--- config.mk ---
export PLATFORM = sky130hd
export DESIGN_NAME = symbol_framer_flat
export DESIGN_NICKNAME = d
export VERILOG_FILES = /design/src/rtl/symbol_framer_if.sv /design/src/rtl/symbol_framer.sv /design/src/flat_wrapper.sv
export SDC_FILE = /design/constraint.sdc
export NUM_CORES = 1
export LEC_CHECK = 0
export ABC_AREA = 1
export CORE_MARGIN = 1
export CORE_UTILIZATION = 50
export CTS_CLUSTER_DIAMETER = 150
export DETAILED_ROUTE_END_ITERATION = 10
export DONT_BUFFER_PORTS = 1
export PLACE_DENSITY = 0.61
export SKIP_CTS_REPAIR_TIMING = 1
export SYNTH_ARGS = -nofsm -noshare
export SYNTH_HDL_FRONTEND = slang
export SYNTH_SLANG_ARGS = --single-unit
--- constraint.sdc ---
create_clock -name i_clk_sys -period 4.78 [get_ports i_clk_sys]
set_input_delay 1.434 -clock i_clk_sys [delete_from_list [all_inputs] [get_ports i_clk_sys]]
set_output_delay 1.434 -clock i_clk_sys [all_outputs]
set_load 0.01 [all_outputs]
--- src/rtl/symbol_framer_if.sv ---
// symbol_framer_if: handshake, symbol and receive signals between the framer and its
// CRC/FSK neighbours. The master side is the CRC generator/checker and modem; the slave
// side is the framer.
interface symbol_framer_if #(
   parameter int unsigned SPS          = 256,
   parameter int unsigned FRAME_BITS   = 16,
   parameter int unsigned BITS_PER_SYM = 1
);
   localparam int unsigned NSYM = FRAME_BITS / BITS_PER_SYM;
   localparam int unsigned PW   = $clog2(SPS);
   localparam int unsigned SW   = (NSYM > 1) ? $clog2(NSYM) : 1;

   logic [FRAME_BITS-1:0]   tx_data;
   logic                    tx_valid;
   logic                    tx_ready;
   logic                    abort;
   logic [BITS_PER_SYM-1:0] tx_sym;
   logic                    busy;
   logic                    sym_strobe;
   logic [PW-1:0]           phase;
   logic [SW-1:0]           sym_idx;
   logic [BITS_PER_SYM-1:0] rx_sym;
   logic [FRAME_BITS-1:0]   rx_data;
   logic                    rx_valid;

   modport master (
      output tx_data, tx_valid, abort, rx_sym,
      input  tx_ready, tx_sym, busy, sym_strobe, phase, sym_idx, rx_data, rx_valid
   );

   modport slave (
      input  tx_data, tx_valid, abort, rx_sym,
      output tx_ready, tx_sym, busy, sym_strobe, phase, sym_idx, rx_data, rx_valid
   );
endinterface

--- src/rtl/symbol_framer.sv ---
// symbol_framer: per-symbol phase/index timing, LSB-first symbol serializer and a
// mid-symbol sampling deserializer for the CRC/FSK link.
// Optional feature macro: SYMBOL_FRAMER_LOOPBACK_EN adds i_loopback, which feeds the
// transmitted symbol back into the receive path instead of rx_sym.
module symbol_framer #(
   parameter int unsigned SPS          = 256,
   parameter int unsigned FRAME_BITS   = 16,
   parameter int unsigned BITS_PER_SYM = 1
) (
   input logic            i_clk_sys,
   input logic            i_reset,
`ifdef SYMBOL_FRAMER_LOOPBACK_EN
   input logic            i_loopback,
`endif
   symbol_framer_if.slave bus
);
   localparam int unsigned NSYM = FRAME_BITS / BITS_PER_SYM;
   localparam int unsigned PW   = $clog2(SPS);
   localparam int unsigned SW   = (NSYM > 1) ? $clog2(NSYM) : 1;

   localparam logic [PW-1:0] PhLast  = PW'(SPS - 1);
   localparam logic [PW-1:0] PhMid   = PW'(SPS / 2);
   localparam logic [SW-1:0] IdxLast = SW'(NSYM - 1);

   typedef enum logic {StIdle, StRun} state_t;

   state_t                  r_state, w_state_d;
   logic [PW-1:0]           r_phase, w_phase_d;
   logic [SW-1:0]           r_sym_idx, w_sym_idx_d;
   logic [FRAME_BITS-1:0]   r_shift, w_shift_d;
   logic [FRAME_BITS-1:0]   r_rx_asm, w_rx_asm_d;
   logic [FRAME_BITS-1:0]   r_rx_data, w_rx_data_d;
   logic                    r_rx_valid, w_rx_valid_d;
   // Low from reset until the first edge after release, so tx_ready is never 1 in reset.
   logic                    r_rst_done;

   logic                    w_run;
   logic                    w_frame_end;
   logic                    w_abort;
   logic                    w_handshake;
   logic                    w_sample;
   logic [BITS_PER_SYM-1:0] w_rx_in;

`ifdef SYMBOL_FRAMER_LOOPBACK_EN
   assign w_rx_in = i_loopback ? r_shift[BITS_PER_SYM-1:0] : bus.rx_sym;
`else
   assign w_rx_in = bus.rx_sym;
`endif

   assign w_run       = (r_state == StRun);
   assign w_frame_end = w_run && (r_phase == PhLast) && (r_sym_idx == IdxLast);
   assign w_abort     = w_run && bus.abort;
   assign w_handshake = bus.tx_valid && bus.tx_ready && !w_abort;
   assign w_sample    = w_run && (r_phase == PhMid);

   assign bus.tx_ready   = r_rst_done && (!w_run || w_frame_end);
   assign bus.tx_sym     = r_shift[BITS_PER_SYM-1:0];
   assign bus.busy       = w_run;
   assign bus.sym_strobe = w_run && (r_phase == '0);
   assign bus.phase      = r_phase;
   assign bus.sym_idx    = r_sym_idx;
   assign bus.rx_data    = r_rx_data;
   assign bus.rx_valid   = r_rx_valid;

   // Next-state: handshake, symbol timing, shifting, rx assembly and abort.
   always_comb begin
      w_state_d    = r_state;
      w_phase_d    = r_phase;
      w_sym_idx_d  = r_sym_idx;
      w_shift_d    = r_shift;
      w_rx_asm_d   = r_rx_asm;
      w_rx_data_d  = r_rx_data;
      w_rx_valid_d = 1'b0;

      // Sample is merged before frame end so a mid-point that lands on the last cycle
      // (SPS == 2) still reaches rx_data.
      if (w_sample) begin
         for (int unsigned k = 0; k < NSYM; k++) begin
            if (r_sym_idx == SW'(k)) begin
               w_rx_asm_d[k*BITS_PER_SYM +: BITS_PER_SYM] = w_rx_in;
            end
         end
      end

      if (w_abort) begin
         w_state_d   = StIdle;
         w_phase_d   = '0;
         w_sym_idx_d = '0;
         w_shift_d   = '0;
         w_rx_asm_d  = r_rx_asm;
      end else begin
         if (w_frame_end) begin
            w_rx_data_d  = w_rx_asm_d;
            w_rx_valid_d = 1'b1;
         end
         if (w_handshake) begin
            w_state_d   = StRun;
            w_phase_d   = '0;
            w_sym_idx_d = '0;
            w_shift_d   = bus.tx_data;
         end else if (w_run) begin
            if (r_phase == PhLast) begin
               w_phase_d = '0;
               if (w_frame_end) begin
                  w_state_d   = StIdle;
                  w_sym_idx_d = '0;
                  w_shift_d   = '0;
               end else begin
                  w_sym_idx_d = r_sym_idx + SW'(1);
                  w_shift_d   = r_shift >> BITS_PER_SYM;
               end
            end else begin
               w_phase_d = r_phase + PW'(1);
            end
         end
      end
   end

   // State register with synchronous reset.
   always_ff @(posedge i_clk_sys) begin
      if (i_reset) begin
         r_state    <= StIdle;
         r_phase    <= '0;
         r_sym_idx  <= '0;
         r_shift    <= '0;
         r_rx_asm   <= '0;
         r_rx_data  <= '0;
         r_rx_valid <= 1'b0;
         r_rst_done <= 1'b0;
      end else begin
         r_state    <= w_state_d;
         r_phase    <= w_phase_d;
         r_sym_idx  <= w_sym_idx_d;
         r_shift    <= w_shift_d;
         r_rx_asm   <= w_rx_asm_d;
         r_rx_data  <= w_rx_data_d;
         r_rx_valid <= w_rx_valid_d;
         r_rst_done <= 1'b1;
      end
   end
endmodule

--- src/flat_wrapper.sv ---
// flat-port wrapper written by rule: the top's interface ports become plain ports
module symbol_framer_flat 
#(
   parameter int unsigned SPS          = 256,
   parameter int unsigned FRAME_BITS   = 16,
   parameter int unsigned BITS_PER_SYM = 1
)
  (i_clk_sys, i_reset, bus_tx_data, bus_tx_valid, bus_abort, bus_rx_sym, bus_tx_ready, bus_tx_sym, bus_busy, bus_sym_strobe, bus_phase, bus_sym_idx, bus_rx_data, bus_rx_valid);
  symbol_framer_if #(.SPS(SPS), .FRAME_BITS(FRAME_BITS), .BITS_PER_SYM(BITS_PER_SYM)) bus_i ();
  input logic i_clk_sys;
  input logic i_reset;
  input wire logic [$bits(bus_i.tx_data)-1:0] bus_tx_data;
  input wire logic [$bits(bus_i.tx_valid)-1:0] bus_tx_valid;
  input wire logic [$bits(bus_i.abort)-1:0] bus_abort;
  input wire logic [$bits(bus_i.rx_sym)-1:0] bus_rx_sym;
  output wire logic [$bits(bus_i.tx_ready)-1:0] bus_tx_ready;
  output wire logic [$bits(bus_i.tx_sym)-1:0] bus_tx_sym;
  output wire logic [$bits(bus_i.busy)-1:0] bus_busy;
  output wire logic [$bits(bus_i.sym_strobe)-1:0] bus_sym_strobe;
  output wire logic [$bits(bus_i.phase)-1:0] bus_phase;
  output wire logic [$bits(bus_i.sym_idx)-1:0] bus_sym_idx;
  output wire logic [$bits(bus_i.rx_data)-1:0] bus_rx_data;
  output wire logic [$bits(bus_i.rx_valid)-1:0] bus_rx_valid;
  assign bus_i.tx_data = bus_tx_data;
  assign bus_i.tx_valid = bus_tx_valid;
  assign bus_i.abort = bus_abort;
  assign bus_i.rx_sym = bus_rx_sym;
  assign bus_tx_ready = bus_i.tx_ready;
  assign bus_tx_sym = bus_i.tx_sym;
  assign bus_busy = bus_i.busy;
  assign bus_sym_strobe = bus_i.sym_strobe;
  assign bus_phase = bus_i.phase;
  assign bus_sym_idx = bus_i.sym_idx;
  assign bus_rx_data = bus_i.rx_data;
  assign bus_rx_valid = bus_i.rx_valid;
  symbol_framer #(.SPS(SPS), .FRAME_BITS(FRAME_BITS), .BITS_PER_SYM(BITS_PER_SYM)) u_core (.i_clk_sys(i_clk_sys), .i_reset(i_reset), .bus(bus_i));
endmodule
==> flow_summary.ini <==
[final_layout]
antennaDiodeCount = 0
syn_to_final_growth_pct = 4.25
fillCellCount = 650
nets = 499
drive_above_1_share_pct = 8.19

[setup_path]
cp.arrival_ns = 2.01
timing.critical_path.required_ns = 3.35
worst_path_dominant_cell_family = flip-flops
timing.critical_path.from_type = register
critPathKind = reg2out
timing.critical_path.slowest_cell_delay_ns = 0.49
timing.critical_path.fanout_max = 16
cp_cell_sequence = ha_1 -> inv_1 -> nor2_4 -> nand3_4 -> a21oi_4
crit_slowest_cell = sky130_fd_sc_hd__dfxtp_1
setup.worst_path.end_class = output pin
crit_buf_inv = 1

[grt]
vias_in_the_first_global_route = 2633
largest_net_degree_at_the_start_of_global_routing = 33
gr-total-overflow = 0
antenna_found_initial = 0
globalRouteTotalUtil_pct = 22.0
wire_length_of_the_first_global_routing_pass_um = 12400

[synth]
synth_seq_area_share_pct = 37.9
synth-seq-cells = 63
yosys-top-cells-area = sky130_fd_sc_hd__dfxtp_1 (38%), sky130_fd_sc_hd__nand2_1 (13%), sky130_fd_sc_hd__inv_1 (8.2%)
syn-mean-instance-area_um2 = 6.91
yosys_warnings = 0
synth_cell_type_count = 32
cell_taking_the_most_area_after_synthesis = sky130_fd_sc_hd__dfxtp_1
area_share_of_the_leading_cell_type_in_the_synthesized_netlist_pct = 37.9
synth_cells = 482
postSynthNetCount = 509
syn_area_um2 = 3330

[sta]
setup-tns-final_ns = 0
final-setup-viol-count = 0
finalWorstPathRequiredPeriod_ns = 3.45
drv_slew = 0
finalCritPeriodShare_pct = 72.1
rsz0062_at_grt = no
fin_worst_skew_ns = 0.00585
final-hold-violation-count = 0
relSlewSlack_pct = 39.8
timing_worst_slew_pin_value_ns = 0.899
maxClockFrequency_mhz = 290

[clock_tree]
cts-root-buf = sky130_fd_sc_hd__clkbuf_8
cts_num_sinks = 63
htree_num_levels = 3
deepest_clock_path_buffer_count = 2
clk_pin_slew_ns = 0.07
cts_tree = built
worst_skew_pair.late_latency_ns = 0.34
cts_buffers = 9

[floorplanning]
die_w_um = 83.6
std_cell_rows = 29
die_h_um = 83.6
core_area_um2 = 6390
design.die.area_um2 = 6990
initial_core_util_pct = 52.1
ioPinCount = 54

[drt]
routed-via-count = 2856
avgViaCountPerCell = 5.16
post_detailed_routing_wire_length_um = 7270
drtPass1Iterations = 4
detail_route.iter0.violations = 132
wl_per_cell_um = 13.1
drc_errors = 0
antenna_left = 0

[placed_design]
portBuffers = 0
place_congestion = 0.763
detailedPlacementHpwl_um = 4870

[power_and_ir_drop]
power_leakage_uw = 0.00174
p_total_uw = 1100
power.density_nw_per_um2 = 316
ir_drop_v = 0.000156

[run]
total_of_max_cap_violations = 0

[status]
outcome = complete, no violations

[worst_hold_path]
min_delay_worst_type = reg2reg
[synthesized netlist by cell type (all sizes together)]
| master | n |
|---|---|
| a211oi | 1 |
| a21oi | 28 |
| buf | 17 |
| clkbuf | 5 |
| dfxtp | 63 |
| ha | 6 |
| inv | 78 |
| nand2 | 119 |
| nand3 | 33 |
| nand4 | 17 |
| nor2 | 54 |
| nor3 | 2 |
| nor3b | 1 |
| nor4 | 1 |
| o211ai | 8 |
| o21ai | 44 |
| xnor2 | 1 |
| xor2 | 4 |
[per-stage QoR]
step | utilization, % | hold slack (ns) | instances | cell area [um2] | worst slack, ns
2_1_floorplan | - | 0.455 | 482 | 3330 | 1.96
3_3_place_gp | 51.3 | 0.473 | 538 | 3270 | 1.45
3_5_place_dp | 51.3 | 0.478 | 538 | 3270 | 1.34
4_1_cts | 54.3 | 0.488 | 553 | 3470 | 1.30
5_1_grt | 54.3 | 0.510 | 553 | 3470 | 1.18
6_report | 54.3 | 0.485 | 553 | 3470 | 1.33
[worst paths after layout]
kind	startpoint	end	slack, ns	depth (start not counted)
max reg2reg	u_core.bus.busy	u_core.bus.phase[0]	2.23	5
min	u_core.r_shift[15]	u_core.r_shift[15]	0.49	2
min reg2reg	u_core.r_shift[15]	u_core.r_shift[15]	0.49	2
max	u_core.bus.sym_idx[0]	bus_tx_ready	1.33	5
[worst register-to-register path, delay by kind of cell, from the launching register on]
family,cells,cell delay (ns)
flops,1,0.49
buf+inv,1,0.31
simple gates,4,1.68
[flip-flops by register name, summed over array words and instances, names as in the netlist]
name and count:
u_core.r_shift 16, u_core.bus.rx_data 16, u_core.r_rx_asm 16, u_core.bus.busy 1
u_core.bus.sym_idx 4, u_core.r_rst_done 1, u_core.bus.phase 8, u_core.bus.rx_valid 1
[routing by layer]
metal | vias to the layer above | GRT usage, % | wire length [um]
met5 | - | 0 | 0
met4 | 0 | 10.0 | 146
met3 | 13 | 4.75 | 336
met1 | 1281 | 28.0 | 3470
li1 | 1501 | - | -
met2 | 61 | 35.6 | 3310
[cell type report]
cell class	instances	area (um2)	area share, %
multi-input combinational	319	1620	46.6
sequential	63	1260	36.3
inverter	78	293	8.44
clock buffer	11	151	4.36
tap	77	96.3	2.78
clock inverter	4	45.0	1.30
timing repair buffer	1	7.51	0.216
[layout by cell type (no fill, tap or decap), types with 2 or more instances in the layout]
master / instances
sky130_fd_sc_hd__a21oi_1: 26
sky130_fd_sc_hd__clkbuf_8: 11
sky130_fd_sc_hd__clkinv_2: 3
sky130_fd_sc_hd__dfxtp_1: 63
sky130_fd_sc_hd__ha_1: 6
sky130_fd_sc_hd__inv_1: 73
sky130_fd_sc_hd__inv_2: 5
sky130_fd_sc_hd__nand2_1: 112
sky130_fd_sc_hd__nand2_2: 5
sky130_fd_sc_hd__nand2_4: 2
sky130_fd_sc_hd__nand3_1: 32
sky130_fd_sc_hd__nand4_1: 16
sky130_fd_sc_hd__nor2_1: 47
sky130_fd_sc_hd__nor2_2: 3
sky130_fd_sc_hd__nor2_4: 2
sky130_fd_sc_hd__nor2_8: 2
sky130_fd_sc_hd__nor3_1: 2
sky130_fd_sc_hd__o211ai_1: 8
sky130_fd_sc_hd__o21ai_0: 41
sky130_fd_sc_hd__o21ai_1: 3
sky130_fd_sc_hd__xor2_1: 4
[logic make-up (layout without fill, tap and decap cells)]
logic type,Yosys count,after routing,share of synthesized area [%]
flops,63,63,37.9
compound gates,81,81,13.3
simple gates,227,227,31.7
fa+ha+maj,6,6,2.25
buf+inv,100,94,13.6
xor+xnor,5,5,1.32
[power breakdown]
part / internal [uW] / switching [uW] / leakage, uW
Combinational: 26.9 / 52.4 / 0.00112
Sequential: 542 / 13.0 / 0.000511
Clock: 264 / 199 / 0.000105
Total: 832 / 264 / 0.00174
No activity file was read; power rests on OpenSTA's default activity.
